`src/rtl/axi_master_arbiter_pkg.sv`:
```
// axi_master_arbiter_pkg: arbiter state encoding and width helper
package axi_master_arbiter_pkg;
  typedef enum logic [1:0] {ST_STARTUP, ST_IDLE, ST_WAIT, ST_RESP} state_t;
  function automatic int clog2(input int v);
    int r = 0;
    while ((1 << r) < v) r++;
    return (r < 1) ? 1 : r;
  endfunction
endpackage

```
`src/rtl/axi_master_arbiter_rr.sv`:
```
// rr_priority_select: rotate by pointer, pick lowest requester, rotate back
module rr_priority_select
  import axi_master_arbiter_pkg::*;
#(
  parameter int N  = 4,
  parameter int IW = clog2(N)
) (
  input  logic [N-1:0]  req,
  input  logic [IW-1:0] ptr,
  output logic [N-1:0]  winner,
  output logic [IW-1:0] idx,
  output logic          valid
);
  logic [N-1:0] rot;
  logic [IW-1:0] off;
  logic [IW:0] sum;
  assign rot = N'({req, req} >> ptr);
  always_comb begin
    off = '0;
    for (int k = N - 1; k >= 0; k--) off = rot[k] ? IW'(k) : off;
  end
  assign valid  = |req;
  assign sum    = {1'b0, ptr} + {1'b0, off};
  assign idx    = (sum >= (IW + 1)'(N)) ? IW'(sum - (IW + 1)'(N)) : sum[IW-1:0];
  assign winner = valid ? (N'(1) << idx) : '0;
endmodule

```
`src/rtl/axi_master_arbiter.sv`:
```
// axi_master_arbiter: round-robin sharing of one single-request AXI bridge among NUM_PORTS requesters
module axi_master_arbiter
  import axi_master_arbiter_pkg::*;
#(
  parameter int NUM_PORTS      = 4,
  parameter int ADDR_WIDTH     = 32,
  parameter int DATA_WIDTH     = 128,
  parameter int STARTUP_CYCLES = 4,
  parameter int TIMEOUT_CYCLES = 4096
) (
  input  logic                             ACLK,
  input  logic                             ARESETN,
  input  logic [NUM_PORTS*ADDR_WIDTH-1:0]  s_addr,
  input  logic [NUM_PORTS-1:0]             s_read_enable,
  input  logic [NUM_PORTS-1:0]             s_write_enable,
  input  logic [NUM_PORTS*DATA_WIDTH-1:0]  s_write_data,
  output logic [DATA_WIDTH-1:0]            s_read_data,
  output logic [NUM_PORTS-1:0]             s_ready,
  output logic [ADDR_WIDTH-1:0]            m_addr,
  output logic                             m_read_enable,
  output logic                             m_write_enable,
  output logic [DATA_WIDTH-1:0]            m_write_data,
  input  logic [DATA_WIDTH-1:0]            m_read_data,
  input  logic                             m_ready,
  output logic [NUM_PORTS-1:0]             grant,
  output logic                             timeout_error
);
  localparam int PW = clog2(NUM_PORTS);
  localparam int SW = clog2(STARTUP_CYCLES + 1);
  localparam int TW = clog2(TIMEOUT_CYCLES + 1);
  state_t state, state_n;
  logic [PW-1:0] ptr, win_idx, own_idx;
  logic [SW-1:0] st_cnt;
  logic [TW-1:0] wd_cnt;
  logic [NUM_PORTS-1:0] req, win_oh;
  logic win_valid, st_done, wants_read;
  assign req        = s_read_enable | s_write_enable;
  assign st_done    = (STARTUP_CYCLES == 0) || (st_cnt == SW'(STARTUP_CYCLES - 1));
  assign wants_read = |(s_read_enable & win_oh);
  rr_priority_select #(.N(NUM_PORTS)) u_sel (
    .req    (req),
    .ptr    (ptr),
    .winner (win_oh),
    .idx    (win_idx),
    .valid  (win_valid)
  );
  always_comb begin
    state_n = state == ST_STARTUP ? (st_done ? ST_IDLE : ST_STARTUP) :
              state == ST_IDLE    ? (win_valid ? ST_WAIT : ST_IDLE) :
              state == ST_WAIT    ? (m_ready ? ST_RESP : ST_WAIT) : ST_IDLE;
  end
  always_ff @(posedge ACLK) begin
    if (!ARESETN) begin
      state          <= ST_STARTUP;
      st_cnt         <= '0;
      wd_cnt         <= '0;
      ptr            <= '0;
      own_idx        <= '0;
      grant          <= '0;
      s_ready        <= '0;
      s_read_data    <= '0;
      m_addr         <= '0;
      m_write_data   <= '0;
      m_read_enable  <= 1'b0;
      m_write_enable <= 1'b0;
      timeout_error  <= 1'b0;
    end else begin
      state          <= state_n;
      m_read_enable  <= 1'b0;
      m_write_enable <= 1'b0;
      s_ready        <= '0;
      case (state)
        ST_STARTUP: st_cnt <= st_cnt + 1'b1;
        ST_IDLE: if (win_valid) begin
          grant          <= win_oh;
          own_idx        <= win_idx;
          m_addr         <= s_addr[win_idx*ADDR_WIDTH +: ADDR_WIDTH];
          m_write_data   <= s_write_data[win_idx*DATA_WIDTH +: DATA_WIDTH];
          m_read_enable  <= wants_read;
          m_write_enable <= ~wants_read;
          wd_cnt         <= '0;
        end
        ST_WAIT: begin
          // the bridge cannot abort a burst, so the watchdog only flags
          if (wd_cnt != TW'(TIMEOUT_CYCLES)) wd_cnt <= wd_cnt + 1'b1;
          if (TIMEOUT_CYCLES != 0 && wd_cnt == TW'(TIMEOUT_CYCLES - 1)) timeout_error <= 1'b1;
          if (m_ready) begin
            s_read_data <= m_read_data;
            s_ready     <= grant;
            ptr         <= (own_idx == PW'(NUM_PORTS - 1)) ? '0 : own_idx + 1'b1;
          end
        end
        default: grant <= '0;
      endcase
    end
  end
endmodule
```
`config.mk`:
```
export PLATFORM = sky130hd
export DESIGN_NAME = axi_master_arbiter
export DESIGN_NICKNAME = d
export VERILOG_FILES = /design/src/rtl/axi_master_arbiter_pkg.sv /design/src/rtl/axi_master_arbiter_rr.sv /design/src/rtl/axi_master_arbiter.sv
export SDC_FILE = /design/constraint.sdc
export NUM_CORES = 1
export LEC_CHECK = 0
export CORE_AREA = 2 2 419 421
export DETAILED_ROUTE_END_ITERATION = 7
export DIE_AREA = 0 0 421 423
export GPL_TIMING_DRIVEN = 1
export PLACE_DENSITY_LB_ADDON = 0.05
export SYNTH_ARGS = -nofsm -noshare
export SYNTH_HDL_FRONTEND = slang
export SYNTH_HIERARCHICAL = 1
export SYNTH_SLANG_ARGS = --single-unit
export TNS_END_PERCENT = 5
```
`constraint.sdc`:
```
create_clock -name ACLK -period 11.4 [get_ports ACLK]
set_input_delay 2.28 -clock ACLK [delete_from_list [all_inputs] [get_ports ACLK]]
set_output_delay 2.28 -clock ACLK [all_outputs]
set_load 0.03 [all_outputs]
```
==> run_results.csv <==
group,metric,value,unit
placed_design,gp_congestion,0.8268,
synthesis,synth.cell_area,16110,um2
power_and_ir_drop,report.power.total,4.229,mW
synthesis,synth_warnings,6,
clocking,tritoncts.num_buffers,52,
placed_design,numPlacedInstances,4928,
power_and_ir_drop,seqPwrFrac,30.2,%
timing,timing.fmax,0.1737,GHz
setup_path,crit_required,11.89,ns
placed_design,input_output_buffers,1077,
grt,grt_pass1_wl,153700,um
final_layout,layoutNonFillerInstCount,5021,
timing,maxSlewViolCount,0,
die,row_count,153,
power_and_ir_drop,total_leakage_power,9.760,nW
placed_design,post-place-ws,4.885,ns
final_layout,final_cell_area,31060,um2
hold_path,hold_path_class,"flop to flop",
die,die_width,421,um
route,antenna_violating_nets_post_route,0,
synthesis,yosysTopAreaCell,"dfxtp_1",
route,initialDrtViolationCount,419,
grt,antenna_found_initial,28,
die,core-area,173200,um2
route,detailroute.via_count,16660,
final_layout,nets,3442,
synthesis,synthTopCellsByArea,"dfxtp_1, mux4_2, nand2_1",
timing,timing.clock.skew,0.04792,ns
clocking,tritoncts,"done",
clocking,setup_buffers_after_cts,0,
grt,globalRouteOverflowTotal,0,
die,initial_cell_density_of_the_core,9.301,%
timing,finalCritPeriodShare,50.50,%
flow_run,max-cap-violations,0,
setup_path,worstSetupStartpointType,"input pin",
route,avgViaCountPerCell,3.317,
grt,grt_pass1_vias,18040,
timing,final_critical_path_setup_slack,5.643,ns
power_and_ir_drop,clkPwrFrac,37.9,%
clocking,clock_insertion_delay_worst_skew,0.65,ns
setup_path,timing.reg2reg.setup_slack,7.56,ns
timing,fin_setup_tns,0,ns
final_layout,post_route_cells_drive_above_1_share,10.14,%
status,outcome,"finished, final reports clean",
timing,rsz0062_at_grt,"no",
placed_design,dpl.hpwl,88580,um
route,detailedRoute.firstPassIterationCount,4,
timing,worst_slew_pin_slew,0.9960,ns
synthesis,mappedNetlistNets,2439,
route,wire_per_inst,22.42,um
setup_path,critical_path_class,"input pin to flop",
synthesis,postSynthAreaPerCell,9.743,um2
grt,grt.total_usage,12.20,%
timing,timing.max_slew.rel_slack,33.60,%
clocking,clock_tree.root_cell,"clkbuf_16",
synthesis,yosysUniqueCellTypes,58,
clocking,numClockSinks,321,
synthesis,synthesis.instances,1654,
power_and_ir_drop,p_sw_share,33.33,%
route,drc_errors,0,
synthesis,synth_ff_type,"dfxtp_1",
placed_design,dpl_cell_area,29380,um2
die,dieHeight,423,um
final_layout,synthToLayoutAreaGrowth,92.72,%
grt,maximum_number_of_pins_on_one_net_before_global_route_repair,127,
synthesis,synth_enable_flop_cells,0,
die,floorplan.die_area,178100,um2
power_and_ir_drop,powerDensity,136.2,nW/um2
timing,finalCriticalPeriod,5.757,ns
synthesis,synth.yosys.seq_area_share,39.88,%
timing,final-hold-violation-count,0,
die,top_level_ports,1078,
synthesis,synth_seq_cells,321,
timing,final-setup-viol-count,0,
clocking,clock_slew_at_reported_path_ffs,0.06,ns
power_and_ir_drop,comb_power_share,32.0,%
setup_path,setup.worst_path.end_class,"flop",
power_and_ir_drop,ir_worst_vdd,109.1,uV
setup_path,worst_ep_arrival_time,6.25,ns
synthesis,async_reset_ff_share,0,%
power_and_ir_drop,p_sw,1.409,mW
route,routed_wirelength,112600,um
clocking,cts_resized,0,
synthesis,fraction_of_synthesized_cell_area_taken_by_the_top_area_cell_type,39.88,%
clocking,clock_tree.buffer_depth,3,
power_and_ir_drop,cellInternalPower,2.819,mW
setup_path,crit_fanout,49,
clocking,cts.hold.buffers_added,0,
clocking,cts-htree-levels,2,
[registers in the layout, summed over array words and instances, names as in the netlist]
register	count
st_cnt	3
own_idx	2
timeout_error	1
m_write_enable	1
grant	4
state	2
m_read_enable	1
s_ready	4
ptr	2
s_read_data	128
m_addr	32
m_write_data	128
wd_cnt	13
[path summary, 6_finish.rpt]
kind	from	cells past startpoint	end
max	s_read_enable[0]	12	m_write_data[41]$_SDFFE_PN0P_
min	s_read_data[124]$_SDFFE_PN0P_	2	s_read_data[124]$_SDFFE_PN0P_
max reg2reg	ptr[0]$_SDFFE_PN0P_	12	m_write_data[41]$_SDFFE_PN0P_
min reg2reg	s_read_data[124]$_SDFFE_PN0P_	2	s_read_data[124]$_SDFFE_PN0P_
[cell usage after synthesis (6+ instances only)]
cell type  instances
clkbuf_1          94
buf_1             13
a21oi_1            7
and3_1             9
ha_1               6
dfxtp_1          321
buf_2             31
a21boi_0         293
o22a_1             6
inv_1              7
mux4_2           160
nor2_1             9
nand2_1          602
mux2i_1            8
nor2b_1            8
[stage by stage]
step	hold WS, ns	util, %
after floorplan	0.4438	-
after global placement	0.4547	16.96
after detailed placement	0.4591	16.96
after CTS	0.4665	17.92
after global routing	0.4817	17.92
final	0.4618	17.93
[placed cells by master (no fill, tap or decap), types with 2 or more instances in the layout]
| cell type | count |
|---|---|
| clkinv_16 | 2 |
| a2111o_1 | 2 |
| o21ai_0 | 5 |
| and4_1 | 2 |
| and3_1 | 9 |
| inv_1 | 7 |
| nor4_1 | 3 |
| nand4_1 | 3 |
| buf_4 | 13 |
| nand2b_1 | 3 |
| mux2i_1 | 8 |
| o2111ai_1 | 2 |
| bufinv_16 | 2 |
| clkbuf_1 | 15 |
| nand3_1 | 4 |
| a21boi_0 | 293 |
| and2b_1 | 2 |
| clkbuf_8 | 11 |
| nand2_1 | 601 |
| a31oi_1 | 5 |
| nor2_1 | 9 |
| diode_2 | 3 |
| clkdlybuf4s50_1 | 1076 |
| nor2b_1 | 8 |
| or2_2 | 4 |
| ha_1 | 5 |
| o22a_1 | 6 |
| clkbuf_16 | 52 |
| a22oi_1 | 4 |
| dfxtp_1 | 321 |
| xor2_1 | 2 |
| clkinv_2 | 7 |
| o21a_1 | 2 |
| a21oi_1 | 7 |
| or4_4 | 2 |
| buf_12 | 3 |
| mux4_2 | 160 |
[cell type report]
class                      count  area, um2
fill                       19220     142200
multi-input combinational   1182       9079
timing repair buffer        1093      10940
inverter                       7      26.28
sequential                   321       6426
tap                         2325       2909
clock inverter                13      171.4
clock buffer                  77       1495
antenna                        3      7.507
[metal layers]
metal  global-route usage (%)  vias to the layer above  wire (um)  part of all wire, %
met4                    2.476                       44       1914                  1.7
met3                    4.023                      127       8341                  7.4
met2                    23.04                      557      60130                   53
met1                    13.07                     8092      41940                   37
li1                         -                     7835          -                    -
met5                        0                        -        259                 0.23
[power by group through the flow]
stage	registers (mW)	clock network, mW	logic (mW)
after global placement	1.30	0	1.40
after global routing	1.29	1.74	1.46
after CTS	1.28	1.72	1.41
after detailed placement	1.30	0	1.40
final	1.28	1.60	1.35
after floorplan	1.46	0	0.513
[critical path, cell delays in order]
cell and delay, ns:
clkdlybuf4s50_1 0.42, or2_2 0.37, or4_2 0.68, nand3_1 0.14, ha_4 0.15, xnor2_1 0.21
xnor2_2 0.16, buf_4 0.36, buf_4 0.69, mux4_2 0.51, nand2_1 0.11, a21boi_0 0.09
[kinds of logic after synthesis]
logic type,Yosys count,share of synthesized area (%)
simple gates,665,16.62
compound gates,339,15.97
flops,321,39.88
mux,168,22.86
buf+inv,151,3.991
fa+ha+maj,6,0.4659
xor+xnor,4,0.2174
(Power assumes the default switching activity.)
